`config.mk`:
```
export PLATFORM = sky130hd
export DESIGN_NAME = regfile_write_arbiter
export DESIGN_NICKNAME = d
export VERILOG_FILES = /design/src/rtl/regfile_write_arbiter_pkg.sv /design/src/rtl/regfile_write_arbiter_rr_arb2_burst.sv /design/src/rtl/regfile_write_arbiter.sv
export SDC_FILE = /design/constraint.sdc
export NUM_CORES = 1
export LEC_CHECK = 0
export ABC_AREA = 1
export CORE_UTILIZATION = 41
export DETAILED_ROUTE_END_ITERATION = 8
export PLACE_DENSITY_LB_ADDON = 0.3
export SLEW_MARGIN = 20
export SYNTH_ARGS = -nofsm -noshare
export SYNTH_HDL_FRONTEND = slang
export SYNTH_SLANG_ARGS = --single-unit
```
`constraint.sdc`:
```
create_clock -name clock -period 2.6 [get_ports clock]
set_clock_uncertainty 0.05 [all_clocks]
set_input_delay 0.78 -clock clock [delete_from_list [all_inputs] [get_ports clock]]
set_output_delay 0.78 -clock clock [all_outputs]
set_load 0.05 [all_outputs]
```
`src/rtl/regfile_write_arbiter_pkg.sv`:
```
`default_nettype none
// ============================================================================
// regfile_write_arbiter_pkg : shared constants and requester encoding
// Rev 1.0
// ============================================================================
package regfile_write_arbiter_pkg;

   localparam int DATA_WIDTH_DEF = 64;
   localparam int ADDR_WIDTH_DEF = 5;
   localparam int ZERO_REG_DEF   = 31;

   typedef enum logic {
      REQ_ALU = 1'b0,
      REQ_MEM = 1'b1
   } req_idx_e;

   function automatic req_idx_e other_req(input req_idx_e idx);
      return (idx == REQ_ALU) ? REQ_MEM : REQ_ALU;
   endfunction

endpackage
`default_nettype wire

```
`src/rtl/regfile_write_arbiter_rr_arb2_burst.sv`:
```
`default_nettype none
// ============================================================================
// rr_arb2_burst : two-way round-robin grant with bounded burst length
// Rev 1.0
// ============================================================================
module rr_arb2_burst
   import regfile_write_arbiter_pkg::*;
#(
   parameter int MAX_BURST = 4,
   parameter int CNT_W     = $clog2(MAX_BURST + 1)
) (
   input  logic clock,
   input  logic reset,
   input  logic freeze,
   input  logic valid0,
   input  logic valid1,
   output logic ready0,
   output logic ready1,
   output logic last_grant
);

   localparam logic [CNT_W-1:0] MAX_B = CNT_W'(MAX_BURST);

   req_idx_e         last_q, last_d, winner;
   logic [CNT_W-1:0] burst_q, burst_d;
   logic             contested, keep, any_grant;

   always_comb begin
      contested = valid0 && valid1;
      // A zero count means no run is in progress, so the other side goes first.
      keep      = (burst_q != '0) && (burst_q < MAX_B);
      if (contested)
         winner = keep ? last_q : other_req(last_q);
      else if (valid1)
         winner = REQ_MEM;
      else
         winner = REQ_ALU;

      any_grant = !reset && !freeze && (valid0 || valid1);
      ready0    = any_grant && (winner == REQ_ALU);
      ready1    = any_grant && (winner == REQ_MEM);

      last_d  = last_q;
      burst_d = burst_q;
      if (any_grant) begin
         last_d = winner;
         if (contested && (winner == last_q))
            burst_d = burst_q + 1'b1;
         else
            burst_d = CNT_W'(1);
      end
   end

   always_ff @(posedge clock) begin
      if (reset) begin
         last_q  <= REQ_MEM;
         burst_q <= '0;
      end else begin
         last_q  <= last_d;
         burst_q <= burst_d;
      end
   end

   assign last_grant = last_q;

endmodule
`default_nettype wire

```
`src/rtl/regfile_write_arbiter.sv`:
```
`default_nettype none
// ============================================================================
// regfile_write_arbiter : shares the register file write port between ALU and
// memory writeback, filters XZR writes and keeps saturating stall counters.
// Rev 1.0
// ============================================================================
module regfile_write_arbiter
   import regfile_write_arbiter_pkg::*;
#(
   parameter int DATA_WIDTH = DATA_WIDTH_DEF,
   parameter int ADDR_WIDTH = ADDR_WIDTH_DEF,
   parameter int ZERO_REG   = ZERO_REG_DEF,
   parameter int MAX_BURST  = 4,
   parameter int STALL_W    = 8
) (
   input  logic                  clock,
   input  logic                  reset,
   input  logic                  freeze,
   input  logic                  req0_valid,
   input  logic [ADDR_WIDTH-1:0] req0_addr,
   input  logic [DATA_WIDTH-1:0] req0_data,
   output logic                  req0_ready,
   input  logic                  req1_valid,
   input  logic [ADDR_WIDTH-1:0] req1_addr,
   input  logic [DATA_WIDTH-1:0] req1_data,
   output logic                  req1_ready,
   output logic                  rf_reg_write,
   output logic [ADDR_WIDTH-1:0] rf_write_register,
   output logic [DATA_WIDTH-1:0] rf_write_data,
   output logic                  last_grant,
   output logic [STALL_W-1:0]    stall0_count,
   output logic [STALL_W-1:0]    stall1_count
);

   localparam logic [ADDR_WIDTH-1:0] XZR = ADDR_WIDTH'(ZERO_REG);

   logic                  we_q, we_d;
   logic [ADDR_WIDTH-1:0] addr_q, addr_d, sel_addr;
   logic [DATA_WIDTH-1:0] data_q, data_d, sel_data;
   logic [STALL_W-1:0]    stall0_q, stall0_d, stall1_q, stall1_d;
   logic                  accept;

   rr_arb2_burst #(
      .MAX_BURST (MAX_BURST)
   ) u_arb (
      .clock      (clock),
      .reset      (reset),
      .freeze     (freeze),
      .valid0     (req0_valid),
      .valid1     (req1_valid),
      .ready0     (req0_ready),
      .ready1     (req1_ready),
      .last_grant (last_grant)
   );

   always_comb begin
      accept   = req0_ready || req1_ready;
      sel_addr = req1_ready ? req1_addr : req0_addr;
      sel_data = req1_ready ? req1_data : req0_data;

      we_d   = accept && (sel_addr != XZR);
      addr_d = we_d ? sel_addr : addr_q;
      data_d = we_d ? sel_data : data_q;

      stall0_d = stall0_q;
      if (req0_valid && !req0_ready && (stall0_q != '1))
         stall0_d = stall0_q + 1'b1;
      stall1_d = stall1_q;
      if (req1_valid && !req1_ready && (stall1_q != '1))
         stall1_d = stall1_q + 1'b1;
   end

   always_ff @(posedge clock) begin
      if (reset) begin
         we_q     <= 1'b0;
         addr_q   <= '0;
         data_q   <= '0;
         stall0_q <= '0;
         stall1_q <= '0;
      end else begin
         we_q     <= we_d;
         addr_q   <= addr_d;
         data_q   <= data_d;
         stall0_q <= stall0_d;
         stall1_q <= stall1_d;
      end
   end

   // A write captured just before reset must not reach the register file.
   assign rf_reg_write      = we_q && !reset;
   assign rf_write_register = addr_q;
   assign rf_write_data     = data_q;
   assign stall0_count      = stall0_q;
   assign stall1_count      = stall1_q;

endmodule
`default_nettype wire

```
# Yosys cells after proc, flatten, opt, wreduce, memory -nomap -nowiden
# Cells that the tools add are included.
[classes]
addsub = 3
n_lt_le_gt_ge = 1
n_eq_ne = 4
n_mux = 7
bitwise = 1
n_reduce_logical = 20
[op_table]
columns = ["operator", "count"]
rows = [
  ["$mux 64", 1],
  ["$add 8x1->8 const B", 2],
  ["$ne 8x8->1 const B", 2],
  ["$logic_and 1x1->1", 13],
  ["$mux 5", 1],
  ["$ne 5x5->1 const B", 1],
  ["$logic_not 1->1", 4],
  ["$mux 1", 4],
  ["$add 3x1->3 const B", 1],
  ["$lt 3x3->1 const B", 1],
  ["$mux 3", 1],
  ["$reduce_bool 3->1", 1],
  ["$logic_or 1x1->1", 2],
  ["$eq 1x1->1", 1],
  ["$not 1->1", 1],
]
[word_totals]
regBits = 90
input_bits = 143
out_inout_bits = 89
word_cells = 43

# Logic depth before layout (Yosys ltp)
[logic_depth]
ltp_word = 9
ltp_mapped = 18
depth_no_buf = 15

# Modules after synthesis
# Synthesis repeated with hierarchy kept, for this count alone.
[unflattened]
cells_unflattened = 634
area_unflattened_um2 = 4553.1
[by_module_without_submodules]
columns = ["mod", "instances", "cells_each", "area_each_um2", "seq_area_each_um2"]
rows = [
  ["regfile_write_arbiter", 1, 592, 4281.6, 1721.7],
  ["rr_arb2_burst", 1, 42, 271.5, 80.1],
]

# Least setup slack after synthesis
# OpenSTA, ideal clock, no wires.
[synth_timing]
path_kind = "input to output"
from = "in reset"
to = "out req1_ready"
t_arrival_ps = 2044
required_time_ps = 1770
slack_ps = -274
path_stages = 5
n_path_buf = 2
path_cell_list = "buf_2 > nor3_4 > nand3_2 > inv_2 > clkbuf_1"
[synth_via]
elab_chain_len = 4
[synth_lines]
columns = ["element", "line", "rtl"]
rows = [
  ["start, declared", "regfile_write_arbiter.sv:17", "input logic reset,"],
  ["$logic_not 1->1", "regfile_write_arbiter_rr_arb2_burst.sv:39", "any_grant = !reset && !freeze && (valid0 || valid1);"],
  ["$logic_and 1x1->1 (2 in a row)", "regfile_write_arbiter_rr_arb2_burst.sv:39", ""],
  ["$logic_and 1x1->1", "regfile_write_arbiter_rr_arb2_burst.sv:41", "ready1 = any_grant && (winner == REQ_MEM);"],
  ["end, declared", "regfile_write_arbiter.sv:26", "output logic req1_ready,"],
]
# Every way passes these cells.

# Final worst setup path
[layout_timing]
from = "in reset"
to = "out req0_ready"
[layout_via]
elab_chain_len = 4
[layout_lines]
columns = ["element", "line", "rtl"]
rows = [
  ["$logic_not 1->1", "regfile_write_arbiter_rr_arb2_burst.sv:39", ""],
  ["$logic_and 1x1->1 (2 in a row)", "regfile_write_arbiter_rr_arb2_burst.sv:39", ""],
  ["$logic_and 1x1->1", "regfile_write_arbiter_rr_arb2_burst.sv:40", "ready0 = any_grant && (winner == REQ_ALU);"],
  ["end, declared", "regfile_write_arbiter.sv:22", "output logic req0_ready,"],
]
# Every way passes these cells.

==> qor.csv <==
stage;metric;value;unit
routing;DR vias/cell;4.60;
timing;slew at the pin with the worst max-slew slack;0.556;ns
synth;count leader, synth;nand2_1;
cells_and_area;layout cell share with drive strength beyond 1;6.32;%
synth;number of synthesized flops with an enable pin;0;
synth;Main synth FF type;dfxtp_1;
power;Clk pwr share;32.5;%
floorplan;die area;12200;sq um
cts;clk buf depth;2;
placed_design;Port Buffer Count;231;
synth;Synthesized Nets;953;
cts;TritonCTS clock tree;built;
cts;insertion delay to the later sink of the worst-skew pair;0.33;ns
floorplan;CORE AREA;11400;sq um
synth;Post-Synthesis Cells;806;
cts;H-Tree Depth;3;
cts;TritonCTS Buffers;9;
timing;period utilization;98.0;%
synth;top cell type by total area after synthesis;dfxtp_1;
global_routing;vias in the first global route;4889;
floorplan;die span in x;110;um
synth;Syn Std Cell Area;4820;sq um
placed_design;placed wire-length estimate;10.8;mm
setup_path;CP max-delay cell;dlygate4sd2_1;
global_routing;gr ovfl total;0;
synth;Synth async-reset ratio;0;%
setup_path;critical path's largest stage delay;0.27;ns
synth;post-synth cell types;28;
setup_path;Crit. End Element;output port;
min_path;Worst Hold Class;flip-flop to flip-flop;
status;status;finished, final reports clean;
cts;clock root buffer;clkbuf_16;
timing;final hold vios;0;
power;Leakage;0.00372;uW
setup_path;crit path DAT;1.72;ns
global_routing;initial antenna violation count;0;
routing;post-route ant nets;0;
synth;top-area cell type share of the netlist area;37.4;%
cells_and_area;Nets;1187;
setup_path;critical path required time;1.77;ns
power;Seq pwr share;38.7;%
synth;Commonest cells post-synth;301 x nand2_1, 144 x nor2_1, 90 x dfxtp_1;
global_routing;global-route wire length before repair;23.6;mm
synth;Mean Syn Cell Area;5.98;sq um
routing;via count;5460;
routing;DRC Markers;0;
synth;#FFs+latches synth;90;
cells_and_area;Syn-to-layout area delta;61.7;%
timing;final hold slack;0.414;ns
power;NetSw;1180;uW
timing;Pins Over Slew Limit;0;
synth;yosys warns;0;
power;combinational group share of total power;28.8;%
power;Pint;2720;uW
routing;DR WL/cell;12.0;um
setup_path;CP delay by family, top;buffers and inverters;
timing;accumulated negative setup slack;0;ns
floorplan;# IOs;232;
setup_path;Worst Path Max Fanout;3;
power;sw frac;30.3;%
floorplan;initial core utilization;42.2;%
cells_and_area;fill count;1029;
placed_design;routability cong.;0.818;
cts;Reg clk slew, reported paths;0.06;ns
placed_design;total placed cells including tap cells;1171;
setup_path;worst path bufs/invs;4;
cts;clk sink count;90;
setup_path;CP Launch Type;input pin;
synth;top cells by area, synth;dfxtp_1 37%, nand2_1 23%, nor2_1 11%;
routing;DR iter-0 viols;222;
global_routing;All-Layer GR Usage;23.5;%
routing;Pre-antenna DRT Iters;4;
run;Max-cap violations;0;
placed_design;placed cell area;7490;sq um
synth;Seq/Total Area, Yosys;37.4;%
cells_and_area;fin cells;1187;
floorplan;row count;39;
cells_and_area;antenna cells;0;
timing;Fmax;392;MHz
power;Power Density;501;nW/um^2
setup_path;Setup CP Type;input pin to output port;
timing;minimum clock period after layout;2.55;ns
global_routing;largest net degree at the start of global routing;48;
floorplan;die height;110;um
timing;Slew headroom;62.8;%
timing;final setup fails;0;
timing;RSZ-0062 raised after global routing;false;
setup_path;worst-path cell chain;dlygate4sd2_1, nor3_4, buf_6, nand2_1, inv_2, buf_12;
power;Max rail drop VDD;0.386;mV
cells_and_area;final cell area excluding filler cells;7790;sq um
routing;Detailed Route WL;14.3;mm
[worst paths after layout]
| check | from | endpoint | slack, ns | depth (start not counted) |
|---|---|---|---|---|
| max reg2reg | u_arb.burst_q[0] | rf_write_data[48] | 0.42 | 16 |
| min | rf_write_register[0] | rf_write_register[0] | 0.41 | 2 |
| max | reset | req0_ready | 0.05 | 6 |
| min reg2reg | rf_write_register[0] | rf_write_register[0] | 0.41 | 2 |
[stage by stage]
stage                     setup WS, ns  total power (uW)  util (%)
after detailed placement        -0.274              2670      65.6
after global placement          -0.213              2650      65.6
after global routing            0.0176              4100      68.3
after CTS                       0.0207              3950      68.2
after floorplan                0.00773              2170         -
final                           0.0512              3910      68.3
[power groups by stage]
| stage | clock network (uW) | registers (uW) | logic, uW |
|---|---|---|---|
| 6_report | 1270 | 1510 | 1130 |
| 5_1_grt | 1360 | 1520 | 1220 |
| 4_1_cts | 1310 | 1510 | 1130 |
| 3_5_place_dp | 0 | 1540 | 1120 |
| 3_3_place_gp | 0 | 1540 | 1120 |
| 2_1_floorplan | 0 | 1820 | 347 |
[layer usage]
layer  vias up  track usage [%]  routed length (um)
met1      2346             27.8                6200
met4         0             10.0                 367
met5         -                0                   0
li1       2905                -                   -
met3        25             6.37                1060
met2       184             39.8                6660
[registers in the layout, summed over array words and instances (netlist names)]
name	count
u_arb.last_grant	1
rf_write_data	64
u_arb.burst_q	3
stall1_count	8
stall0_count	8
we_q	1
rf_write_register	5
[repair_timing]
action,CTS,global route
hold buffers,0,0
buffers inserted,1,0
gates resized for setup,9,3
endpoints found under the setup margin,3,2
pin swaps,1,1
[cell type report]
class | instances | area (sq um) | share of cell area, %
clock inverter | 3 | 40.0 | 0.514
tap | 143 | 179 | 2.30
sequential | 90 | 1800 | 23.1
multi-input combinational | 581 | 2460 | 31.5
clock buffer | 12 | 246 | 3.16
inverter | 88 | 333 | 4.27
timing repair buffer | 270 | 2740 | 35.1
[kinds of logic (layout without fill, tap and decap cells)]
group                      count (synthesis)  in the layout  synth area share [%]
adders and majority gates                  4              4                  1.04
and+or+nand+nor                          540            540                  45.4
buffers and inverters                    135            373                  11.9
AOI/OAI and AO/OA                         35             35                  3.97
DFF                                       90             90                  37.4
xor gates and xnor gates                   2              2                 0.364
[worst register-to-register path: cells and delay by family, from the launching register on]
family	cells	cell delay, ns
adders and majority gates	1	0.21
DFF	1	0.35
buffers and inverters	4	0.42
and+or+nand+nor	11	1.03
[placed cells by master (no fill, tap or decap), types with 4 or more instances in the layout]
master	n
a21oi_1	13
a31oi_1	5
buf_12	11
buf_4	30
clkbuf_16	9
clkdlybuf4s50_1	224
dfxtp_1	89
ha_1	4
inv_1	85
nand2_1	300
nand3_1	78
nand4_1	5
nor2_1	144
nor3_1	4
o21ai_0	12
(Power assumes the default switching activity.)
